## config.mk

```make
export PLATFORM = sky130hd
export DESIGN_NAME = countnox_sweeper_flat
export DESIGN_NICKNAME = d
export VERILOG_FILES = /design/src/rtl/countnox_pkg.sv /design/src/rtl/countnox_sweeper_if.sv /design/src/rtl/countnox_mode_tracker.sv /design/src/rtl/countnox_sweeper.sv /design/src/flat_wrapper.sv
export SDC_FILE = /design/constraint.sdc
export NUM_CORES = 1
export LEC_CHECK = 0
export ABC_CLOCK_PERIOD_IN_PS = 3000
export BUFFER_PORTS_ARGS = -buffer_cell sky130_fd_sc_hd__clkbuf_2
export CAP_MARGIN = 20
export CORE_MARGIN = 1
export CORE_UTILIZATION = 45
export CTS_BUF_LIST = sky130_fd_sc_hd__clkbuf_4
export CTS_CLUSTER_DIAMETER = 100
export DETAILED_ROUTE_END_ITERATION = 8
export GPL_TIMING_DRIVEN = 0
export PLACE_DENSITY = 0.77
export SLEW_MARGIN = 20
export SYNTH_ARGS = -nofsm -noshare
export SYNTH_HDL_FRONTEND = slang
export SYNTH_SLANG_ARGS = --single-unit
```

## constraint.sdc

```tcl
create_clock -name clk -period 3 [get_ports clk]
set_input_delay 0.6 -clock clk [delete_from_list [all_inputs] [get_ports clk]]
set_output_delay 0.6 -clock clk [all_outputs]
set_load 0.02 [all_outputs]
```

## src/rtl/countnox_pkg.sv

```systemverilog
// rtl/countnox_pkg.sv - shared types and constants for the CountNoX engine and its sweeper
package countnox_pkg;
  localparam int CNX_XW    = 8;
  localparam int CNX_FW    = 8;
  localparam int CNX_DEPTH = 256;

  typedef enum logic [2:0] {
    IDLE,
    ISSUE,
    WRITE,
    GAP,
    FINISH
  } sweep_state_t;
endpackage

```

## src/rtl/countnox_sweeper_if.sv

```systemverilog
// rtl/countnox_sweeper_if.sv - CountNoX go/done request channel plus histogram write port
interface countnox_sweeper_if
  import countnox_pkg::*;
#(
  parameter int XW = CNX_XW,
  parameter int FW = CNX_FW
);
  logic [XW-1:0] cnt_x;
  logic          cnt_go;
  logic          cnt_done;
  logic [FW-1:0] cnt_freq;
  logic          hist_we;
  logic [XW-1:0] hist_addr;
  logic [FW-1:0] hist_data;

  modport master (
    output cnt_x, cnt_go, hist_we, hist_addr, hist_data,
    input  cnt_done, cnt_freq
  );

  modport slave (
    input  cnt_x, cnt_go, hist_we, hist_addr, hist_data,
    output cnt_done, cnt_freq
  );
endinterface

```

## src/rtl/countnox_mode_tracker.sv

```systemverilog
// rtl/countnox_mode_tracker.sv - running mode (lowest x wins ties) and frequency total
module countnox_mode_tracker
  import countnox_pkg::*;
#(
  parameter int XW = CNX_XW,
  parameter int FW = CNX_FW,
  parameter int TW = 16
) (
  input  logic          clk,
  input  logic          reset,
  input  logic          clear,
  input  logic          update,
  input  logic [XW-1:0] x,
  input  logic [FW-1:0] freq,
  output logic [XW-1:0] mode_x,
  output logic [FW-1:0] mode_freq,
  output logic [TW-1:0] total
);
  logic          r_valid;
  logic [XW-1:0] r_mode_x;
  logic [FW-1:0] r_mode_freq;
  logic [TW-1:0] r_total;

  // r_valid marks that a first sample exists, so even an all-zero sweep reports X_FIRST
  always_ff @(posedge clk or negedge reset) begin
    if (!reset) begin
      r_valid     <= 1'b0;
      r_mode_x    <= '0;
      r_mode_freq <= '0;
      r_total     <= '0;
    end else if (clear) begin
      r_valid     <= 1'b0;
      r_mode_x    <= '0;
      r_mode_freq <= '0;
      r_total     <= '0;
    end else if (update) begin
      r_valid <= 1'b1;
      r_total <= r_total + TW'(freq);
      if (!r_valid || (freq > r_mode_freq)) begin
        r_mode_x    <= x;
        r_mode_freq <= freq;
      end
    end
  end

  assign mode_x    = r_mode_x;
  assign mode_freq = r_mode_freq;
  assign total     = r_total;
endmodule

```

## src/rtl/countnox_sweeper.sv

```systemverilog
// rtl/countnox_sweeper.sv - sweeps x through CountNoX one request at a time and builds a histogram
module countnox_sweeper
  import countnox_pkg::*;
#(
  parameter int XW      = CNX_XW,
  parameter int FW      = CNX_FW,
  parameter int TW      = 16,
  parameter int X_FIRST = 0,
  parameter int X_LAST  = 255,
  parameter int TIMEOUT = 4096
) (
  input  logic               clk,
  input  logic               reset,
  input  logic               start,
  output logic               busy,
  output logic               done,
  output logic               error,
  output logic [XW-1:0]      mode_x,
  output logic [FW-1:0]      mode_freq,
  output logic [TW-1:0]      total,
  countnox_sweeper_if.master cnx
);
  localparam int            WDW       = $clog2(TIMEOUT + 1);
  localparam logic [WDW-1:0] WD_LAST  = WDW'(TIMEOUT - 1);
  localparam logic [XW-1:0] X_FIRST_V = XW'(X_FIRST);
  localparam logic [XW-1:0] X_LAST_V  = XW'(X_LAST);

  sweep_state_t  r_state;
  logic [WDW-1:0] r_wdog;
  logic          r_busy;
  logic          r_done;
  logic          r_error;
  logic [XW-1:0] r_cnt_x;
  logic          r_cnt_go;
  logic          r_hist_we;
  logic [XW-1:0] r_hist_addr;
  logic [FW-1:0] r_hist_data;

  logic w_clear;
  logic w_update;

  assign w_clear  = (r_state == IDLE) && start;
  assign w_update = (r_state == WRITE);

  always_ff @(posedge clk or negedge reset) begin
    if (!reset) begin
      r_state     <= IDLE;
      r_wdog      <= '0;
      r_busy      <= 1'b0;
      r_done      <= 1'b0;
      r_error     <= 1'b0;
      r_cnt_x     <= '0;
      r_cnt_go    <= 1'b0;
      r_hist_we   <= 1'b0;
      r_hist_addr <= '0;
      r_hist_data <= '0;
    end else begin
      case (r_state)
        IDLE: begin
          if (start) begin
            r_state  <= ISSUE;
            r_cnt_x  <= X_FIRST_V;
            r_error  <= 1'b0;
            r_busy   <= 1'b1;
            r_cnt_go <= 1'b1;
            r_wdog   <= '0;
          end
        end
        ISSUE: begin
          r_wdog <= r_wdog + 1'b1;
          if (cnx.cnt_done) begin
            r_hist_data <= cnx.cnt_freq;
            r_hist_addr <= r_cnt_x;
            r_hist_we   <= 1'b1;
            r_cnt_go    <= 1'b0;
            r_state     <= WRITE;
          end else if (r_wdog == WD_LAST) begin
            r_error  <= 1'b1;
            r_cnt_go <= 1'b0;
            r_busy   <= 1'b0;
            r_done   <= 1'b1;
            r_state  <= FINISH;
          end
        end
        WRITE: begin
          r_hist_we <= 1'b0;
          r_state   <= GAP;
        end
        // Hold off the next go until the engine has dropped done after seeing go low
        GAP: begin
          if (!cnx.cnt_done) begin
            if (r_cnt_x == X_LAST_V) begin
              r_busy  <= 1'b0;
              r_done  <= 1'b1;
              r_state <= FINISH;
            end else begin
              r_cnt_x  <= r_cnt_x + 1'b1;
              r_wdog   <= '0;
              r_cnt_go <= 1'b1;
              r_state  <= ISSUE;
            end
          end
        end
        FINISH: begin
          r_done  <= 1'b0;
          r_state <= IDLE;
        end
        default: r_state <= IDLE;
      endcase
    end
  end

  countnox_mode_tracker #(
    .XW(XW),
    .FW(FW),
    .TW(TW)
  ) u_mode (
    .clk      (clk),
    .reset    (reset),
    .clear    (w_clear),
    .update   (w_update),
    .x        (r_hist_addr),
    .freq     (r_hist_data),
    .mode_x   (mode_x),
    .mode_freq(mode_freq),
    .total    (total)
  );

  assign busy          = r_busy;
  assign done          = r_done;
  assign error         = r_error;
  assign cnx.cnt_x     = r_cnt_x;
  assign cnx.cnt_go    = r_cnt_go;
  assign cnx.hist_we   = r_hist_we;
  assign cnx.hist_addr = r_hist_addr;
  assign cnx.hist_data = r_hist_data;
endmodule

```

## src/flat_wrapper.sv

```systemverilog
// flat-port wrapper written by rule: the top's interface ports become plain ports
module countnox_sweeper_flat import countnox_pkg::*;
#(
  parameter int XW      = CNX_XW,
  parameter int FW      = CNX_FW,
  parameter int TW      = 16,
  parameter int X_FIRST = 0,
  parameter int X_LAST  = 255,
  parameter int TIMEOUT = 4096
)
  (clk, reset, start, busy, done, error, mode_x, mode_freq, total, cnx_cnt_x, cnx_cnt_go, cnx_hist_we, cnx_hist_addr, cnx_hist_data, cnx_cnt_done, cnx_cnt_freq);
  countnox_sweeper_if #(.XW(XW), .FW(FW)) cnx_i ();
  input  logic clk;
  input  logic reset;
  input  logic start;
  output logic busy;
  output logic done;
  output logic error;
  output logic [XW-1:0] mode_x;
  output logic [FW-1:0] mode_freq;
  output logic [TW-1:0] total;
  output wire logic [$bits(cnx_i.cnt_x)-1:0] cnx_cnt_x;
  output wire logic [$bits(cnx_i.cnt_go)-1:0] cnx_cnt_go;
  output wire logic [$bits(cnx_i.hist_we)-1:0] cnx_hist_we;
  output wire logic [$bits(cnx_i.hist_addr)-1:0] cnx_hist_addr;
  output wire logic [$bits(cnx_i.hist_data)-1:0] cnx_hist_data;
  input wire logic [$bits(cnx_i.cnt_done)-1:0] cnx_cnt_done;
  input wire logic [$bits(cnx_i.cnt_freq)-1:0] cnx_cnt_freq;
  assign cnx_cnt_x = cnx_i.cnt_x;
  assign cnx_cnt_go = cnx_i.cnt_go;
  assign cnx_hist_we = cnx_i.hist_we;
  assign cnx_hist_addr = cnx_i.hist_addr;
  assign cnx_hist_data = cnx_i.hist_data;
  assign cnx_i.cnt_done = cnx_cnt_done;
  assign cnx_i.cnt_freq = cnx_cnt_freq;
  countnox_sweeper #(.XW(XW), .FW(FW), .TW(TW), .X_FIRST(X_FIRST), .X_LAST(X_LAST), .TIMEOUT(TIMEOUT)) u_core (.clk(clk), .reset(reset), .start(start), .busy(busy), .done(done), .error(error), .mode_x(mode_x), .mode_freq(mode_freq), .total(total), .cnx(cnx_i));
endmodule
```

==> reports/summary.json, run 1 <==
{
  "vias": 3427,
  "share_of_cells_above_drive_strength_1": 0.188,
  "synthesis.nets": 457,
  "clkSinkCount": 78,
  "worst_margin_pin_slew_ns": 0.727,
  "synthToLayoutAreaGrowth_pct": 16.5,
  "port_buffers": 72,
  "status": "completed",
  "number_of_global_route_vias_before_repair": 3266,
  "worstPathRequired_ns": 3.35,
  "area_occupied_by_multi_input_gates_um2": 1910,
  "ff_latch_area_um2": 1950,
  "post_cts_resized": 0,
  "ffs_w_async_s_r_synth": 1.00,
  "ys_warn_count": 0,
  "hpwlAfterDp_um": 6960,
  "period_minus_slack_ns": 2.47,
  "fin_tns_setup_ns": 0,
  "count_of_state_elements_after_synthesis": 78,
  "finalCritPeriodShare": 0.823,
  "static-leakage-power_nw": 2.37,
  "summed_area_of_non_filler_cells_in_the_final_layout_um2": 4720,
  "routed_vias_inst": 5.50,
  "drt-pass1-iter-count": 4,
  "num_rows": 34,
  "fp.dieH_um": 96.9,
  "setup_repair_after_global_routing_missed_its_margin": "no",
  "finalWeightedCongestion": 0.933,
  "placed_cell_area_um2": 4580,
  "wire_per_inst_um": 15.2,
  "number_of_antenna_violations_at_the_first_check_in_global_routing": 0,
  "yosys.area.top_type_share": 0.482,
  "synthDominantAreaCellType": "sky130_fd_sc_hd__dfrtp_1",
  "cts-hold-fix-buffers": 0,
  "ys_dominant_reg_cell": "sky130_fd_sc_hd__dfrtp_1",
  "drc": 0,
  "post_synthesis_instance_total": 426,
  "cts_root_buf": "sky130_fd_sc_hd__clkbuf_4",
  "drt-initial-drc-count": 126,
  "timing.fmax_ghz": 0.405,
  "finalNetCount": 541,
  "chipWidth_um": 96.9,
  "worst_setup_path_startpoint": "u_core.cnx.hist_data[5]",
  "ant_nets": 0,
  "totalWireLength_um": 9480,
  "clock_insertion_delay_worst_skew_ns": 0.43,
  "synth.cell_area_um2": 4050,
  "grt_usage": 0.210,
  "ioPinCount": 73,
  "critPathKind": "register to register",
  "critPathArrivalTime_ns": 2.82,
  "placeableCoreArea_um2": 8720,
  "design.die.area_um2": 9380,
  "ctsLongestPathBuffers": 2,
  "yosysMostFrequentCell": "sky130_fd_sc_hd__dfrtp_1",
  "ys_types": 53,
  "slew_violations": 0,
  "vdd_ir_drop_max_mv": 0.389,
  "end_kind": "register",
  "number_of_flops_mapped_to_enable_cells_by_yosys": 0,
  "fillCellCount": 767,
  "grt_remaining_overflow": 0,
  "crit_start_category": "register",
  "total_cts_buffers": 9,
  "starting_density": 0.464,
  "clk_pin_slew_ns": 0.12,
  "cts_post_setup_buffers_inserted": 0,
  "power-per-cell-area_nw_per_um2": 804,
  "final_hold_viol_count": 0,
  "worst_r2r_start": "u_core.cnx.hist_data[5]",
  "seq_total_area_yosys": 0.482,
  "drv.max_cap_violation_count": 0,
  "cp_max_fo": 10,
  "n_antenna_cell": 0,
  "maximum_number_of_pins_on_one_net_before_global_route_repair": 50,
  "skew_ns": 0.0194,
  "final_setup_violation_count": 0,
  "global_route_wire_length_before_repair_um": 15800,
  "post_route_total_power_mw": 3.79,
  "hp-class": "primary input to async pin",
  "slew-limit-headroom": 0.512,
  "synth.area.top_cells": "sky130_fd_sc_hd__dfrtp_1 (48%), sky130_fd_sc_hd__nand2_1 (5.9%), sky130_fd_sc_hd__mux2i_1 (5.7%), sky130_fd_sc_hd__ha_1 (5.6%), sky130_fd_sc_hd__o21ai_0 (5.6%)",
  "cts_tree": "yes",
  "synth.top_cells.by_count": "sky130_fd_sc_hd__dfrtp_1 (78), sky130_fd_sc_hd__nand2_1 (64), sky130_fd_sc_hd__o21ai_0 (45), sky130_fd_sc_hd__inv_1 (31), sky130_fd_sc_hd__nor2_1 (27)",
  "synthesis.area_per_instance_um2": 9.50,
  "clock_tree.htree_level_count": 3
}
## registers in the layout, summed over array words and instances, names as in the netlist
name and flops:
u_core.r_state 3, u_core.cnx.cnt_x 8, u_core.cnx.hist_data 8, u_core.u_mode.total 16
u_core.cnx.hist_addr 8, u_core.cnx.cnt_go 1, u_core.r_wdog 13, u_core.u_mode.mode_freq 8
u_core.busy 1, u_core.u_mode.mode_x 8, u_core.cnx.hist_we 1, u_core.done 1
u_core.error 1, u_core.u_mode.r_valid 1
## cell families (layout without fill, tap and decap cells)
family	Yosys count	count (layout)	synth area share
and+or+nand+nor	150	150	0.182
AOI/OAI and AO/OA	98	98	0.149
adders and majority gates	19	19	0.0606
xor gates and xnor gates	10	10	0.0216
DFF	78	78	0.482
muxes	23	23	0.0569
buffers and inverters	48	137	0.0476
## worst paths after layout
kind	slack (ns)	cells after the start	end
hold / removal	0.12	1	u_core.u_mode.mode_freq[0]
setup reg to reg	0.53	8	u_core.u_mode.mode_x[6]
max in group asynchronous	2.29	2	u_core.cnx.cnt_go
setup / recovery	0.53	8	u_core.u_mode.mode_x[6]
hold reg to reg	0.49	1	u_core.r_wdog[11]
min in group clk	0.37	3	u_core.cnx.hist_data[2]
## critical path: stages, from the launching register on
cell                       delay [ns]
sky130_fd_sc_hd__dfrtp_1         0.44
sky130_fd_sc_hd__ha_1            0.33
sky130_fd_sc_hd__a211oi_1        0.30
sky130_fd_sc_hd__nor2_1          0.09
sky130_fd_sc_hd__nor4b_1         0.28
sky130_fd_sc_hd__a21o_1          0.16
sky130_fd_sc_hd__buf_2           0.22
sky130_fd_sc_hd__buf_2           0.34
sky130_fd_sc_hd__mux2i_1         0.23
## area by class of cell
class | count | area share
well taps | 108 | 0.0287
repair buffers | 73 | 0.0828
multi-input cells | 300 | 0.406
clock inverters | 5 | 0.0106
inverters | 31 | 0.0247
plain buffers | 17 | 0.0162
clock buffers | 11 | 0.0175
flip-flops and latches | 78 | 0.414
## per-stage QoR
stage               setup slack [ns]  utilization  hold WS (ns)  std cells
global route                   0.418        0.541         0.124        623
floorplan                      0.785            -         0.304        426
finish                         0.531        0.541         0.120        623
detailed placement             0.543        0.526         0.478        607
global placement               0.601        0.521         0.466        606
CTS                            0.511        0.541         0.122        623
## cell usage in the layout, fill, tap and decap left out, types with 4 or more instances in the layout
cell / n
sky130_fd_sc_hd__nand4_1: 8
sky130_fd_sc_hd__inv_1: 31
sky130_fd_sc_hd__o21ai_0: 45
sky130_fd_sc_hd__xnor2_1: 4
sky130_fd_sc_hd__dfrtp_1: 78
sky130_fd_sc_hd__xor2_1: 6
sky130_fd_sc_hd__clkbuf_4: 12
sky130_fd_sc_hd__nand3_1: 11
sky130_fd_sc_hd__or3_1: 7
sky130_fd_sc_hd__buf_2: 4
sky130_fd_sc_hd__mux2i_1: 23
sky130_fd_sc_hd__nand2_1: 64
sky130_fd_sc_hd__and3_1: 4
sky130_fd_sc_hd__clkbuf_1: 10
sky130_fd_sc_hd__a21oi_1: 14
sky130_fd_sc_hd__ha_1: 18
sky130_fd_sc_hd__clkbuf_2: 71
sky130_fd_sc_hd__nor3_1: 5
sky130_fd_sc_hd__nor2_1: 27
sky130_fd_sc_hd__a21o_1: 10
## metal layers
metal	share of wire	track usage
met2	0.51	0.358
met3	0.045	0.0506
met1	0.44	0.266
met5	0	0
met4	0.0079	0.0551
## where the power goes
part,internal (mW),switching (mW)
Sequential,1.30,0.249
Clock,0.267,0.356
Combinational,0.617,1.00
Total,2.18,1.61
No activity file was read; power rests on OpenSTA's default activity.
==> inputs of run 2 (changes only) <==
--- a/config.mk
+++ b/config.mk
@@ -5,7 +5,7 @@
 export SDC_FILE = /design/constraint.sdc
 export NUM_CORES = 1
 export LEC_CHECK = 0
-export ABC_CLOCK_PERIOD_IN_PS = 3000
+export ABC_CLOCK_PERIOD_IN_PS = 2400
 export BUFFER_PORTS_ARGS = -buffer_cell sky130_fd_sc_hd__clkbuf_2
 export CAP_MARGIN = 20
 export CORE_MARGIN = 1
==> constraint.sdc (replaced) <==
create_clock -name clk -period 2.4 [get_ports clk]
set_input_delay 0.48 -clock clk [delete_from_list [all_inputs] [get_ports clk]]
set_output_delay 0.48 -clock clk [all_outputs]
set_load 0.02 [all_outputs]
==> reports/summary.json, run 2 (synthesis results as in run 1) <==
{
  "status": "finished, violations left",
  "violated_checks": "negative hold slack",
  "finalNetCount": 540,
  "vias": 3435,
  "worstPathRequired_ns": 2.71,
  "fp.dieH_um": 96.9,
  "totalWireLength_um": 9440,
  "final_hold_viol_count": 4,
  "most_frequent_standard_cell_in_the_layout_excluding_fill_and_tap_cells": "sky130_fd_sc_hd__dfrtp_1",
  "share_of_cells_above_drive_strength_1": 0.193,
  "number_of_flip_flops_in_the_largest_register": 16,
  "ant_nets": 0,
  "hp-class": "primary input to async pin",
  "grt_remaining_overflow": 0,
  "static-leakage-power_nw": 2.38,
  "clock_insertion_delay_worst_skew_ns": 0.43,
  "n_antenna_cell": 0,
  "drt-initial-drc-count": 148,
  "crit_start_category": "register",
  "cts_root_buf": "sky130_fd_sc_hd__clkbuf_4",
  "port_buffers": 72,
  "clock_tree.htree_level_count": 3,
  "area_occupied_by_multi_input_gates_um2": 1920,
  "hpwlAfterDp_um": 6960,
  "num_rows": 34,
  "chipWidth_um": 96.9,
  "ff_latch_area_um2": 1950,
  "hold_slack_ns": -0.00180,
  "drc": 0,
  "finalCritPeriodShare": 0.957,
  "synthToLayoutAreaGrowth_pct": 16.6,
  "routed_vias_inst": 5.52,
  "final_core_utilization": 0.541,
  "period_minus_slack_ns": 2.30,
  "most-common-layout-cells": "sky130_fd_sc_hd__dfrtp_1 (78), sky130_fd_sc_hd__clkbuf_2 (72), sky130_fd_sc_hd__nand2_1 (64)",
  "global_route_wire_length_before_repair_um": 15800,
  "wire_per_inst_um": 15.2,
  "vdd_ir_drop_max_mv": 0.486,
  "clkSinkCount": 78,
  "end_kind": "register",
  "design.die.area_um2": 9380,
  "number_of_antenna_violations_at_the_first_check_in_global_routing": 0,
  "cts-hold-fix-buffers": 0,
  "timing.fmax_ghz": 0.435,
  "drv.max_cap_violation_count": 0,
  "post_route_total_power_mw": 4.75,
  "final_setup_violation_count": 0,
  "critPathArrivalTime_ns": 2.60,
  "power-per-cell-area_nw_per_um2": 1010,
  "critPathKind": "register to register",
  "skew_ns": 0.0162,
  "cp_max_fo": 10,
  "cts_tree": "yes",
  "setup_repair_after_global_routing_missed_its_margin": "yes",
  "ioPinCount": 73,
  "slew-limit-headroom": 0.521,
  "finalWeightedCongestion": 0.933,
  "maximum_number_of_pins_on_one_net_before_global_route_repair": 50,
  "fillCellCount": 769,
  "number_of_global_route_vias_before_repair": 3265,
  "r2r.worst_path.cells": 6,
  "drt-pass1-iter-count": 4,
  "clk_pin_slew_ns": 0.13,
  "slew_violations": 0,
  "total_cts_buffers": 9,
  "ctsLongestPathBuffers": 2,
  "placeableCoreArea_um2": 8720,
  "starting_density": 0.464,
  "fin_tns_setup_ns": 0,
  "grt_usage": 0.210,
  "worst_margin_pin_slew_ns": 0.713
}
## run 2: final cells by class
cell class | instances | area share
Clock buffer | 11 | 0.0175
Tap cell | 108 | 0.0286
Clock inverter | 5 | 0.0106
Timing Repair Buffer | 73 | 0.0827
Buffer | 16 | 0.0159
Sequential cell | 78 | 0.413
Multi-Input combinational cell | 300 | 0.407
Inverter | 31 | 0.0246
## run 2: repair_timing
action	CTS	global route
pin swaps	0	0
gates resized for setup	1	3
endpoints found under the setup margin	12	24
setup buffers	0	0
## run 2: per-layer routing
layer,routed length (um),vias up,GRT usage
met5,0,-,0
met4,120,0,0.0551
met3,412,9,0.0506
met2,4780,78,0.358
met1,4120,1677,0.266
li1,-,1671,-
## run 2: report_power, final
part / internal, mW / switching [mW]
sequential: 1.62 / 0.310
combinational: 0.778 / 1.26
clock: 0.333 / 0.447
total: 2.73 / 2.02
## run 2: path summary, 6_finish.rpt
kind	startpoint	to	slack (ns)
setup / recovery	u_core.r_state[1]	u_core.u_mode.total[8]	0.10
hold / removal	reset	u_core.u_mode.mode_freq[0]	-0.002
setup reg to reg	u_core.r_state[1]	u_core.u_mode.total[8]	0.10
hold reg to reg	u_core.r_wdog[11]	u_core.r_wdog[11]	0.49
max in group asynchronous	reset	u_core.cnx.cnt_go	1.81
min in group clk	cnx_cnt_freq[0]	u_core.cnx.hist_data[0]	0.24
## run 2: critical path, cell delays in order (launching register included)
cell and delay (ns):
sky130_fd_sc_hd__dfrtp_1 0.45, sky130_fd_sc_hd__clkbuf_1 0.26, sky130_fd_sc_hd__or4b_2 0.74, sky130_fd_sc_hd__buf_2 0.22
sky130_fd_sc_hd__clkbuf_2 0.26, sky130_fd_sc_hd__o211ai_1 0.15, sky130_fd_sc_hd__o31ai_1 0.10
## run 2: metrics by stage
stage | instances | instance area, um^2 | setup WS (ns)
after global placement | 606 | 4540 | 0.00141
after CTS | 622 | 4710 | 0.00530
after global routing | 622 | 4720 | -0.0355
after detailed placement | 607 | 4580 | -0.0566
after floorplan | 426 | 4050 | 0.185
final | 622 | 4720 | 0.103
==> inputs of run 3 (changes only) <==
--- a/config.mk
+++ b/config.mk
@@ -8,6 +8,7 @@
 export ABC_CLOCK_PERIOD_IN_PS = 2400
 export BUFFER_PORTS_ARGS = -buffer_cell sky130_fd_sc_hd__clkbuf_2
 export CAP_MARGIN = 20
+export CORE_ASPECT_RATIO = 0.8
 export CORE_MARGIN = 1
 export CORE_UTILIZATION = 45
 export CTS_BUF_LIST = sky130_fd_sc_hd__clkbuf_4
@@ -15,6 +16,7 @@
 export DETAILED_ROUTE_END_ITERATION = 8
 export GPL_TIMING_DRIVEN = 0
 export PLACE_DENSITY = 0.77
+export SKIP_CTS_REPAIR_TIMING = 1
 export SLEW_MARGIN = 20
 export SYNTH_ARGS = -nofsm -noshare
 export SYNTH_HDL_FRONTEND = slang
==> reports/summary.json, run 3 (synthesis results as in run 1) <==
{
  "grt_usage": 0.227,
  "vdd_ir_drop_max_mv": 0.639,
  "r2r-end": "u_core.u_mode.mode_freq[0]",
  "chipWidth_um": 108,
  "finalCritPeriodShare": 0.958,
  "met2WireLength_um": 4610,
  "totalWireLength_um": 10200,
  "crit_start_category": "register",
  "period_minus_slack_ns": 2.30,
  "total_cts_buffers": 9,
  "setup_repair_after_global_routing_missed_its_margin": "yes",
  "top_layer_used": "met4",
  "finalNetCount": 541,
  "critPathKind": "register to register",
  "clkSinkCount": 78,
  "drv.max_cap_violation_count": 0,
  "drt-pass1-iter-count": 4,
  "slew_violations": 0,
  "vias": 3509,
  "fillCellCount": 763,
  "drc": 0,
  "share_of_cells_above_drive_strength_1": 0.202,
  "clk_pin_slew_ns": 0.15,
  "cts_tree": "yes",
  "placed_cell_area_um2": 4570,
  "ioPinCount": 73,
  "summed_area_of_non_filler_cells_in_the_final_layout_um2": 4750,
  "met3_wirelength_um": 528,
  "skew_ns": 0.0258,
  "placeableCoreArea_um2": 8600,
  "wire_per_inst_um": 16.2,
  "design.die.area_um2": 9380,
  "clock_tree.htree_level_count": 3,
  "area_occupied_by_multi_input_gates_um2": 1930,
  "ff_latch_area_um2": 1950,
  "worst_r2r_start": "u_core.cnx.hist_data[5]",
  "ctsLongestPathBuffers": 2,
  "pre_cts_slack_ns": -0.0776,
  "post_route_total_power_mw": 4.87,
  "r2r.worst_path.cells": 8,
  "most_frequent_standard_cell_in_the_layout_excluding_fill_and_tap_cells": "sky130_fd_sc_hd__dfrtp_1",
  "grt_remaining_overflow": 0,
  "cp_max_fo": 10,
  "starting_density": 0.471,
  "global_route_wire_length_before_repair_um": 16300,
  "timing.fmax_ghz": 0.435,
  "ant_nets": 0,
  "power-per-cell-area_nw_per_um2": 1020,
  "clock_insertion_delay_worst_skew_ns": 0.44,
  "cts_root_buf": "sky130_fd_sc_hd__clkbuf_4",
  "number_of_antenna_violations_at_the_first_check_in_global_routing": 0,
  "synthToLayoutAreaGrowth_pct": 17.4,
  "n_antenna_cell": 0,
  "final_setup_violation_count": 0,
  "end_kind": "register",
  "final_hold_viol_count": 0,
  "hpwlAfterDp_um": 7300,
  "static-leakage-power_nw": 2.39,
  "r2r_slack_ns": 0.10,
  "final_critical_path_setup_slack_ns": 0.101,
  "number_of_flip_flops_in_the_largest_register": 16,
  "num_rows": 30,
  "number_of_global_route_vias_before_repair": 3272,
  "fp.dieH_um": 86.8,
  "worst_margin_pin_slew_ns": 0.762,
  "slew-limit-headroom": 0.488,
  "drt-initial-drc-count": 192,
  "hp-class": "primary input to async pin",
  "status": "completed",
  "routed_vias_inst": 5.60,
  "most-common-layout-cells": "sky130_fd_sc_hd__dfrtp_1 (78), sky130_fd_sc_hd__clkbuf_2 (73), sky130_fd_sc_hd__nand2_1 (64)",
  "worstPathRequired_ns": 2.74,
  "m1WireLength_um": 4820,
  "critPathArrivalTime_ns": 2.64,
  "finalWeightedCongestion": 0.837,
  "maximum_number_of_pins_on_one_net_before_global_route_repair": 41,
  "port_buffers": 72
}
run 3: cell count changes in the layout (fill, tap and decap cells not counted), sizes merged:
cell | previous run | this run
clkinv | 3 | 2
inv | 31 | 33
run 3: layout make-up:
type / count / share of cell area
flip-flops and latches: 78 / 0.411
clock inverters: 6 / 0.0145
clock buffers: 10 / 0.0158
multi-input cells: 300 / 0.406
inverters: 31 / 0.0245
plain buffers: 17 / 0.0184
well taps: 112 / 0.0295
repair buffers: 73 / 0.0805
run 3: power breakdown:
group	switching, mW	leakage, nW	internal (mW)
registers	0.328	1.02	1.62
clock network	0.504	0.0774	0.337
logic	1.29	1.29	0.792
total	2.12	2.39	2.75
run 3: stage by stage:
| stage | std cells | utilization | hold slack (ns) | setup TNS (ns) |
|---|---|---|---|---|
| global placement | 610 | 0.529 | 0.464 | 0 |
| floorplan | 426 | - | 0.184 | 0 |
| detailed placement | 611 | 0.532 | 0.468 | -0.186 |
| global route | 627 | 0.553 | 0.0379 | -0.0177 |
| finish | 627 | 0.553 | 0.0359 | 0 |
| CTS | 627 | 0.549 | 0.0326 | -0.402 |
run 3: worst max-delay path: stages (launching register included):
cell and delay (ns):
sky130_fd_sc_hd__dfrtp_1 0.45, sky130_fd_sc_hd__ha_1 0.34, sky130_fd_sc_hd__a211oi_2 0.22, sky130_fd_sc_hd__nor2_1 0.08, sky130_fd_sc_hd__nor4b_1 0.28, sky130_fd_sc_hd__a21o_1 0.17
sky130_fd_sc_hd__clkbuf_4 0.21, sky130_fd_sc_hd__buf_6 0.20, sky130_fd_sc_hd__mux2i_1 0.26
run 3: how the worst max path moves through the flow:
| stage | start | endpoint | slack, ns | cells after the start |
|---|---|---|---|---|
| floorplan | u_core.cnx.hist_data[5] | u_core.u_mode.mode_freq[0] | 0.18 | 8 |
| global placement | u_core.cnx.hist_data[5] | u_core.u_mode.mode_x[3] | 0.06 | 8 |
| detailed placement | u_core.cnx.hist_data[5] | u_core.u_mode.mode_freq[0] | -0.08 | 8 |
| CTS | u_core.cnx.hist_data[5] | u_core.u_mode.mode_freq[0] | -0.09 | 8 |
| global route | u_core.cnx.hist_data[5] | u_core.u_mode.mode_x[7] | -0.01 | 8 |
| finish | u_core.cnx.hist_data[5] | u_core.u_mode.mode_freq[0] | 0.10 | 8 |
run 3: layer usage:
layer / vias up / global-route usage
li1: 1670 / -
met1: 1708 / 0.317
met2: 112 / 0.346
met3: 19 / 0.0481
met4: 0 / 0.0834
met5: - / 0
